===== config.mk =====
export PLATFORM = sky130hd
export DESIGN_NAME = seq_chunk_adder_flat
export DESIGN_NICKNAME = d
export VERILOG_FILES = /design/src/rtl/seq_chunk_adder_pkg.sv /design/src/rtl/seq_chunk_adder_if.sv /design/src/rtl/seq_chunk_adder_chunk_add.sv /design/src/rtl/seq_chunk_adder.sv /design/src/flat_wrapper.sv
export SDC_FILE = /design/constraint.sdc
export NUM_CORES = 1
export LEC_CHECK = 0
export ABC_AREA = 1
export BUFFER_PORTS_ARGS = -buffer_cell sky130_fd_sc_hd__buf_4
export CORE_MARGIN = 5
export CORE_UTILIZATION = 45
export CTS_BUF_LIST = sky130_fd_sc_hd__clkbuf_4
export CTS_CLUSTER_DIAMETER = 60
export DETAILED_ROUTE_END_ITERATION = 6
export GPL_ROUTABILITY_DRIVEN = 0
export PLACE_DENSITY = 0.68
export REMOVE_ABC_BUFFERS = 1
export SLEW_MARGIN = 20
export SYNTH_ARGS = -nofsm -noshare
export SYNTH_HDL_FRONTEND = slang
export SYNTH_SLANG_ARGS = --single-unit

===== constraint.sdc =====
create_clock -name clk -period 7.35 [get_ports clk]
set_input_delay 1.1025 -clock clk [delete_from_list [all_inputs] [get_ports clk]]
set_output_delay 1.1025 -clock clk [all_outputs]
set_load 0.005 [all_outputs]

===== src/rtl/seq_chunk_adder_pkg.sv =====
// Shared types and sizing helpers for the chunked sequential adder.
// Optional feature macro: SEQ_CHUNK_ADDER_OVF_EN (signed overflow flag).
package seq_adder_pkg;

    typedef enum logic [1:0] {
        IDLE = 2'd0,
        RUN  = 2'd1,
        DONE = 2'd2
    } state_t;

    function automatic int calc_nchunk(input int width, input int chunk);
        return width / chunk;
    endfunction

    // A single-chunk configuration still needs a 1-bit index register.
    function automatic int calc_idx_w(input int nchunk);
        return (nchunk > 1) ? $clog2(nchunk) : 1;
    endfunction

endpackage


===== src/rtl/seq_chunk_adder_if.sv =====
// Start/busy/done handshake and operand/result bus for seq_chunk_adder.
// The ovf signal exists only when SEQ_CHUNK_ADDER_OVF_EN is defined.
interface seq_chunk_adder_if #(
    parameter int WIDTH = 16
);
    logic             start;
    logic [WIDTH-1:0] a;
    logic [WIDTH-1:0] b;
    logic             cin;
    logic             busy;
    logic             done;
    logic [WIDTH-1:0] sum;
    logic             cout;
`ifdef SEQ_CHUNK_ADDER_OVF_EN
    logic             ovf;
`endif

    modport master (
        output start, a, b, cin,
        input  busy, done, sum, cout
`ifdef SEQ_CHUNK_ADDER_OVF_EN
        , input ovf
`endif
    );

    modport slave (
        input  start, a, b, cin,
        output busy, done, sum, cout
`ifdef SEQ_CHUNK_ADDER_OVF_EN
        , output ovf
`endif
    );

endinterface


===== src/rtl/seq_chunk_adder_chunk_add.sv =====
// Combinational CHUNK-bit ripple adder built from one-bit full-adder cells.
// Also exposes the carry into the MSB cell for signed-overflow detection.
module chunk_add #(
    parameter int CHUNK = 4
) (
    input  logic [CHUNK-1:0] a,
    input  logic [CHUNK-1:0] b,
    input  logic             ci,
    output logic [CHUNK-1:0] s,
    output logic             co,
    output logic             c_msb
);

    logic [CHUNK:0] c;

    assign c[0] = ci;

    for (genvar i = 0; i < CHUNK; i++) begin : g_fa
        assign s[i]   = a[i] ^ b[i] ^ c[i];
        assign c[i+1] = (a[i] & b[i]) | (c[i] & (a[i] ^ b[i]));
    end

    assign co    = c[CHUNK];
    assign c_msb = c[CHUNK-1];

endmodule


===== src/rtl/seq_chunk_adder.sv =====
// Multi-cycle adder: WIDTH-bit a+b+cin, CHUNK bits per clock, LSB chunk first.
// Define SEQ_CHUNK_ADDER_OVF_EN to add the two's-complement overflow output.
module seq_chunk_adder
    import seq_adder_pkg::*;
#(
    parameter int WIDTH = 16,
    parameter int CHUNK = 4
) (
    input logic              clk,
    input logic              rst,
    seq_chunk_adder_if.slave bus
);

    localparam int NCHUNK = calc_nchunk(WIDTH, CHUNK);
    localparam int IDX_W  = calc_idx_w(NCHUNK);

    state_t           state_q;
    state_t           state_d;
    logic [WIDTH-1:0] a_r;
    logic [WIDTH-1:0] b_r;
    logic [WIDTH-1:0] sum_r;
    logic             carry_r;
    logic             cout_r;
    logic [IDX_W-1:0] idx_r;

    logic             accept;
    logic             last;
    logic [CHUNK-1:0] s_chunk;
    logic             co_chunk;

    // Start is only honoured when no operation is in flight.
    assign accept = bus.start && (state_q == IDLE || state_q == DONE);
    assign last   = (state_q == RUN) && (idx_r == IDX_W'(NCHUNK - 1));

`ifdef SEQ_CHUNK_ADDER_OVF_EN
    logic msb_ci;
    logic ovf_r;
`else
    logic msb_ci_unused;
`endif

    chunk_add #(.CHUNK(CHUNK)) u_chunk_add (
        .a     (a_r[idx_r*CHUNK +: CHUNK]),
        .b     (b_r[idx_r*CHUNK +: CHUNK]),
        .ci    (carry_r),
        .s     (s_chunk),
        .co    (co_chunk),
`ifdef SEQ_CHUNK_ADDER_OVF_EN
        .c_msb (msb_ci)
`else
        .c_msb (msb_ci_unused)
`endif
    );

    always_comb begin
        state_d = state_q;
        case (state_q)
            IDLE:    if (accept) state_d = RUN;
            RUN:     if (last)   state_d = DONE;
            DONE:    state_d = accept ? RUN : IDLE;
            default: state_d = IDLE;
        endcase
    end

    always_ff @(posedge clk) begin
        if (rst) begin
            state_q <= IDLE;
            a_r     <= '0;
            b_r     <= '0;
            sum_r   <= '0;
            carry_r <= 1'b0;
            cout_r  <= 1'b0;
            idx_r   <= '0;
`ifdef SEQ_CHUNK_ADDER_OVF_EN
            ovf_r   <= 1'b0;
`endif
        end else begin
            state_q <= state_d;
            if (accept) begin
                a_r     <= bus.a;
                b_r     <= bus.b;
                carry_r <= bus.cin;
                idx_r   <= '0;
                sum_r   <= '0;
                cout_r  <= 1'b0;
`ifdef SEQ_CHUNK_ADDER_OVF_EN
                ovf_r   <= 1'b0;
`endif
            end else if (state_q == RUN) begin
                // One chunk per edge; the carry register links the chunks.
                sum_r[idx_r*CHUNK +: CHUNK] <= s_chunk;
                carry_r <= co_chunk;
                idx_r   <= idx_r + 1'b1;
                if (last) begin
                    cout_r <= co_chunk;
`ifdef SEQ_CHUNK_ADDER_OVF_EN
                    ovf_r  <= msb_ci ^ co_chunk;
`endif
                end
            end
        end
    end

    assign bus.busy = (state_q == RUN);
    assign bus.done = (state_q == DONE);
    assign bus.sum  = sum_r;
    assign bus.cout = cout_r;
`ifdef SEQ_CHUNK_ADDER_OVF_EN
    assign bus.ovf  = ovf_r;
`endif

endmodule


===== src/flat_wrapper.sv =====
// flat-port wrapper written by rule: the top's interface ports become plain ports
module seq_chunk_adder_flat import seq_adder_pkg::*;
#(
    parameter int WIDTH = 16,
    parameter int CHUNK = 4
)
  (clk, rst, bus_start, bus_a, bus_b, bus_cin, bus_busy, bus_done, bus_sum, bus_cout);
  seq_chunk_adder_if #(.WIDTH(WIDTH)) bus_i ();
  input logic clk;
  input logic rst;
  input wire logic [$bits(bus_i.start)-1:0] bus_start;
  input wire logic [$bits(bus_i.a)-1:0] bus_a;
  input wire logic [$bits(bus_i.b)-1:0] bus_b;
  input wire logic [$bits(bus_i.cin)-1:0] bus_cin;
  output wire logic [$bits(bus_i.busy)-1:0] bus_busy;
  output wire logic [$bits(bus_i.done)-1:0] bus_done;
  output wire logic [$bits(bus_i.sum)-1:0] bus_sum;
  output wire logic [$bits(bus_i.cout)-1:0] bus_cout;
  assign bus_i.start = bus_start;
  assign bus_i.a = bus_a;
  assign bus_i.b = bus_b;
  assign bus_i.cin = bus_cin;
  assign bus_busy = bus_i.busy;
  assign bus_done = bus_i.done;
  assign bus_sum = bus_i.sum;
  assign bus_cout = bus_i.cout;
  seq_chunk_adder #(.WIDTH(WIDTH), .CHUNK(CHUNK)) u_core (.clk(clk), .rst(rst), .bus(bus_i));
endmodule

==> results.py, run 1 <==
metrics = {
    "sta": {
        "finalCriticalPeriod_ps": 3993,
        "period_share": 0.5432,
        "slew_headroom": 0.4343,
        "whs_ps": 455.3,
        "rsz0062_at_grt": "false",
        "clock.fmax_ghz": 0.2505,
        "fin_setup_tns_ps": 0,
        "worst_pin_slew_ps": 847.4,
        "drv_slew": 0,
        "skew_ps": 11.60,
        "hold_viol_final": 0,
        "setup_viol": 0,
    },
    "worst_setup_path": {
        "cp-startpoint": "u_core.idx_r[0]$_SDFFE_PP0P_",
        "cp-start-kind": "flip-flop",
        "r2r-start": "u_core.idx_r[0]$_SDFFE_PP0P_",
        "reg2reg_depth": 15,
        "cp_max_fo": 29,
        "crit_arrival_ps": 4300,
        "critPathRequiredTime_ps": 7660,
        "worstSetupPathType": "flip-flop to flip-flop",
        "cp-end-kind": "flip-flop",
    },
    "grt": {
        "antenna_found_initial": 0,
        "grt_pass1_wl_um": 9087,
        "grt_pass1_vias": 2092,
        "grt_util_all_layers": 0.1528,
        "grt_max_degree": 38,
        "grt-ovfl-total": 0,
    },
    "routing": {
        "vias": 2208,
        "ant_nets": 0,
        "drc": 0,
        "drt-wirelength-per-cell_um": 11.53,
        "viasPerCell": 4.842,
        "drt-total-wl_um": 5259,
        "drt_iter0_drc": 75,
        "dr.pass1.iters": 4,
    },
    "synth": {
        "synth_mux_area_frac": 0,
        "yosysWarnings": 0,
        "synth.most_common_cell": "nor2_1",
        "synth_top_cell_by_area": "dfxtp_1",
        "synthXorXnorAreaFrac": 0,
        "syn_area_sq_um": 2426,
        "yosys.area.top_type_share": 0.4456,
        "synth_adder_area_share": 0.06395,
        "yosys.area_share.simple": 0.2537,
        "synth_common_cells": "nor2_1 (104), dfxtp_1 (54), o21ai_0 (54)",
        "synth_seq_area_share": 0.4456,
        "synth-seq-cells": 54,
        "synth_compound_area_frac": 0.1681,
        "async_flop_share": 0,
        "synth_cells": 339,
        "syn-mean-instance-area_sq_um": 7.157,
        "synth_top_family_by_area": "simple AND/OR/NAND/NOR gates",
        "synth_edf_count": 0,
        "ys_types": 22,
        "yosys-top-cells-area": "dfxtp_1 (45%), nor2_1 (16%), o21ai_0 (11%)",
        "synth-main-ff-cell": "dfxtp_1",
    },
    "clock_tree": {
        "cts_tree": "yes",
        "cts_buffers": 5,
        "cts_root_buffer": "clkbuf_4",
        "cts_hold_buf": 0,
        "clk_pin_slew_worst_paths_ps": 140,
        "cts_max_level": 2,
        "clockBufferDepth": 2,
        "cts_resized": 0,
        "cts_setup_buffers": 0,
        "clkSinkCount": 54,
        "clock_latency_ps": 360,
    },
    "placed_design": {
        "hpwl_um": 3799,
        "numPortBuffers": 54,
        "dpl_cell_area_sq_um": 2854,
    },
    "hold_path": {
        "hp-class": "flip-flop to flip-flop",
        "hp-start": "u_core.b_r[1]$_SDFFE_PP0P_",
        "holdPathStages": 2,
    },
    "floorplanning": {
        "die_w_um": 83.43,
        "dieHeight_um": 83.43,
        "io_pins": 55,
        "initial_utilization": 0.4690,
        "die_area_sq_um": 6960,
        "design.core.area_sq_um": 5172,
        "rows": 26,
    },
    "power_and_ir_drop": {
        "power_leakage_uw": 0.001315,
        "vdd_ir_drop_max_mv": 0.09673,
        "powerDensity_nw_per_um2": 185.9,
        "finalPower_uw": 540.6,
    },
    "finish": {
        "final_nets": 431,
        "fin_area_sq_um": 2908,
        "antenna_cells": 0,
        "drive_above_1_share": 0.1762,
        "area_growth_pct": 19.86,
    },
    "flow_run": {
        "max-cap-violations": 0,
    },
    "status": {
        "status": "complete, no violations",
    },
}
[sequential cells by signal, summed over array words and instances (netlist names)]
| register | count |
|---|---|
| u_core.a_r | 16 |
| u_core.b_r | 16 |
| u_core.bus.cout | 1 |
| u_core.bus.sum | 16 |
| u_core.carry_r | 1 |
| u_core.idx_r | 2 |
| u_core.state_q | 2 |
[cells by family (layout without fill, tap and decap cells)]
group,after synthesis,count (layout)
and+or+nand+nor,153,153
AOI/OAI and AO/OA,80,80
DFF,54,54
buffers and inverters,42,89
adders and majority gates,10,10
[cell usage in the layout, fill, tap and decap left out, types with 2 or more instances in the layout]
cell type and count:
inv_1 23, nand3_1 6, a21oi_1 21, dfxtp_1 54, nand2_1 33, inv_2 2, ha_1 6, fa_1 4
clkbuf_4 6, nor2_1 104, o21ai_0 54, buf_4 54, o22ai_1 4, nor2_4 2, nor3_1 4, clkinv_1 3
[worst max-delay path: stages (launching register included)]
cell,delay [ps]
dfxtp_1,900
clkinv_1,700
o21ai_0,340
o22ai_1,120
fa_1,390
inv_1,70
fa_1,180
fa_1,160
inv_1,50
fa_1,510
inv_1,60
nor2_1,140
nand2_1,70
nor2_1,120
nor2_1,50
nor2_1,60
[routing by layer]
layer,global-route usage,wire length (um)
met5,0,0
met4,0.04240,48
met3,0.03960,259
met2,0.2660,2465
met1,0.1860,2485
[area by class of cell]
| type | count | area [sq um] |
|---|---|---|
| Fill cell | 536 | 2265 |
| Timing Repair Buffer | 54 | 405.4 |
| Inverter | 27 | 101.3 |
| Clock buffer | 6 | 45.04 |
| Sequential cell | 54 | 1081 |
| Tap cell | 70 | 87.58 |
| Multi-Input combinational cell | 243 | 1179 |
| Clock inverter | 2 | 8.758 |
[final timing paths]
kind                                                        to  slack [ps]
worst max-delay path            u_core.bus.sum[7]$_SDFFE_PP0P_        3360
worst min-delay path                u_core.b_r[1]$_SDFFE_PP0P_         460
worst max register to register  u_core.bus.sum[7]$_SDFFE_PP0P_        3360
worst min register to register      u_core.b_r[1]$_SDFFE_PP0P_         460
[where the power goes]
group	switching, uW	total [uW]	internal, uW
clock network	84.8	125	39.9
logic	53.8	93.4	39.6
registers	12.2	323	310
total	151	541	390
[stage by stage]
step                      std cells    util  worst slack, ps
after floorplan                 324       -             3997
after global placement          448  0.5518             3481
after detailed placement        448  0.5518             3362
after CTS                       456  0.5622             3334
after global routing            456  0.5622             2899
final                           456  0.5622             3357
Power figures use the tool's default switching activity.
==> inputs of run 2 (changes only) <==
- PLACE_DENSITY: 0.68 -> 0.71
- clock period: 7.35 -> 3.32 ns (I/O delays scaled with it)
==> run 2 against run 1 <==
Combinational power increased by 130%. Highest routed layer unchanged. Die area unchanged. Power up 120%. First-iteration DRC count grew 41%. Sequential power increased by 120%. Non-clock buffer count is 5 higher. Setup slack worse by 3000 ps. Via count rose by 1.4%. Utilization rose by 0.70 points.
==> results.py, run 2 (synthesis gave the netlist of run 1 again) <==
metrics = {
    "finish": {
        "layout_commonest_cell": "nor2_1",
        "area_growth_pct": 21.35,
        "fin_cells": 460,
        "drive_above_1_share": 0.1872,
        "final_nets": 436,
        "final_cell_mix": "nor2_1 (104), buf_4 (59), o21ai_0 (54), dfxtp_1 (54), nand2_1 (33)",
        "antenna_cells": 0,
        "fillCellCount": 538,
    },
    "floorplanning": {
        "die_w_um": 83.43,
        "io_pins": 55,
        "initial_utilization": 0.4690,
        "rows": 26,
        "design.core.area_sq_um": 5172,
        "dieHeight_um": 83.43,
        "die_area_sq_um": 6960,
    },
    "worst_setup_path": {
        "cp-start-kind": "flip-flop",
        "crit_arrival_ps": 3240,
        "cp_max_fo": 13,
        "cp-end-kind": "flip-flop",
        "worstSetupPathType": "flip-flop to flip-flop",
        "critPathRequiredTime_ps": 3580,
    },
    "status": {
        "status": "complete, no violations",
    },
    "sta": {
        "hold_viol_final": 0,
        "fin_ws_ps": 339.4,
        "slew_headroom": 0.4635,
        "period_share": 0.8978,
        "clock.fmax_ghz": 0.3355,
        "fin_setup_tns_ps": 0,
        "whs_ps": 301.3,
        "finalCriticalPeriod_ps": 2981,
        "drv_slew": 0,
        "rsz0062_at_grt": "false",
        "skew_ps": 13.96,
        "worst_pin_slew_ps": 803.9,
        "setup_viol": 0,
    },
    "routing": {
        "vias": 2238,
        "drt-total-wl_um": 5460,
        "ant_nets": 0,
        "drt_iter0_drc": 106,
        "dr.pass1.iters": 4,
        "drc": 0,
        "viasPerCell": 4.865,
        "drt-wirelength-per-cell_um": 11.87,
    },
    "power_and_ir_drop": {
        "powerDensity_nw_per_um2": 410.7,
        "vdd_ir_drop_max_mv": 0.1708,
        "finalPower_uw": 1209,
        "power_leakage_uw": 0.001338,
    },
    "grt": {
        "grt_util_all_layers": 0.1625,
        "antenna_found_initial": 0,
        "grt-ovfl-total": 0,
        "grt_pass1_vias": 2200,
        "grt_pass1_wl_um": 9577,
        "grt_max_degree": 38,
    },
    "clock_tree": {
        "clock_latency_ps": 370,
        "cts_hold_buf": 0,
        "clkSinkCount": 54,
        "cts_root_buffer": "clkbuf_4",
        "cts_tree": "yes",
        "cts_setup_buffers": 0,
        "cts_max_level": 2,
        "cts_resized": 0,
        "clk_pin_slew_worst_paths_ps": 140,
        "cts_buffers": 5,
        "clockBufferDepth": 2,
    },
    "placed_design": {
        "numPortBuffers": 54,
        "hpwl_um": 4012,
        "dpl.cell_count": 453,
        "pre_cts_slack_ps": 366.2,
    },
    "hold_path": {
        "hp-class": "input port to flip-flop",
    },
    "flow_run": {
        "max-cap-violations": 0,
    },
}
[run 2: cell types whose count changed in the layout (fill, tap and decap cells not counted)]
| cell | previous run | this run |
|---|---|---|
| buf_4 | 54 | 59 |
| clkbuf_4 | 6 | 7 |
| clkinv_1 | 3 | 2 |
| clkinv_2 | 1 | 0 |
[run 2: stage by stage]
step | utilization | instance area, sq um
2_1_floorplan | - | 2361
3_3_place_gp | 0.5590 | 2892
3_5_place_dp | 0.5590 | 2892
4_1_cts | 0.5692 | 2944
5_1_grt | 0.5692 | 2944
6_report | 0.5692 | 2944
[run 2: cell type report]
type	count	area (sq um)	area share
Clock buffer	7	52.55	0.01785
Inverter	27	101.3	0.03442
Multi-Input combinational cell	243	1179	0.4003
Sequential cell	54	1081	0.3672
Tap cell	70	87.58	0.02975
Timing Repair Buffer	59	442.9	0.1504
[run 2: path summary, 6_finish.rpt]
check	cells after the start	slack (ps)	from	end
min reg2reg	2	460	u_core.a_r[1]$_SDFFE_PP0P_	u_core.a_r[1]$_SDFFE_PP0P_
max	14	340	u_core.idx_r[1]$_SDFFE_PP0P_	u_core.bus.sum[7]$_SDFFE_PP0P_
max reg2reg	14	340	u_core.idx_r[1]$_SDFFE_PP0P_	u_core.bus.sum[7]$_SDFFE_PP0P_
min	2	300	rst	u_core.state_q[1]$_SDFFE_PP0P_
[run 2: where the power goes]
part           internal, uW  switching (uW)
registers               687            22.2
clock network          96.7             185
logic                  91.8             126
total                   876             333
[run 2: critical path: stages, from the launching register on]
cell	delay, ps
dfxtp_1	630
o21ai_0	170
o22ai_1	230
fa_1	200
inv_1	50
fa_1	370
fa_1	360
inv_1	70
fa_1	430
inv_1	90
nor2_1	50
nand2_1	60
nor2_1	40
nor2_1	80
nor2_1	50
[run 2: layer usage]
layer	share of wire	GRT usage	vias up	wire length, um
li1	-	-	1178	-
met5	0	0	-	0
met1	0.46	0.1897	1004	2526
met2	0.48	0.2886	50	2603
met3	0.051	0.04356	6	281
met4	0.0088	0.05117	0	48
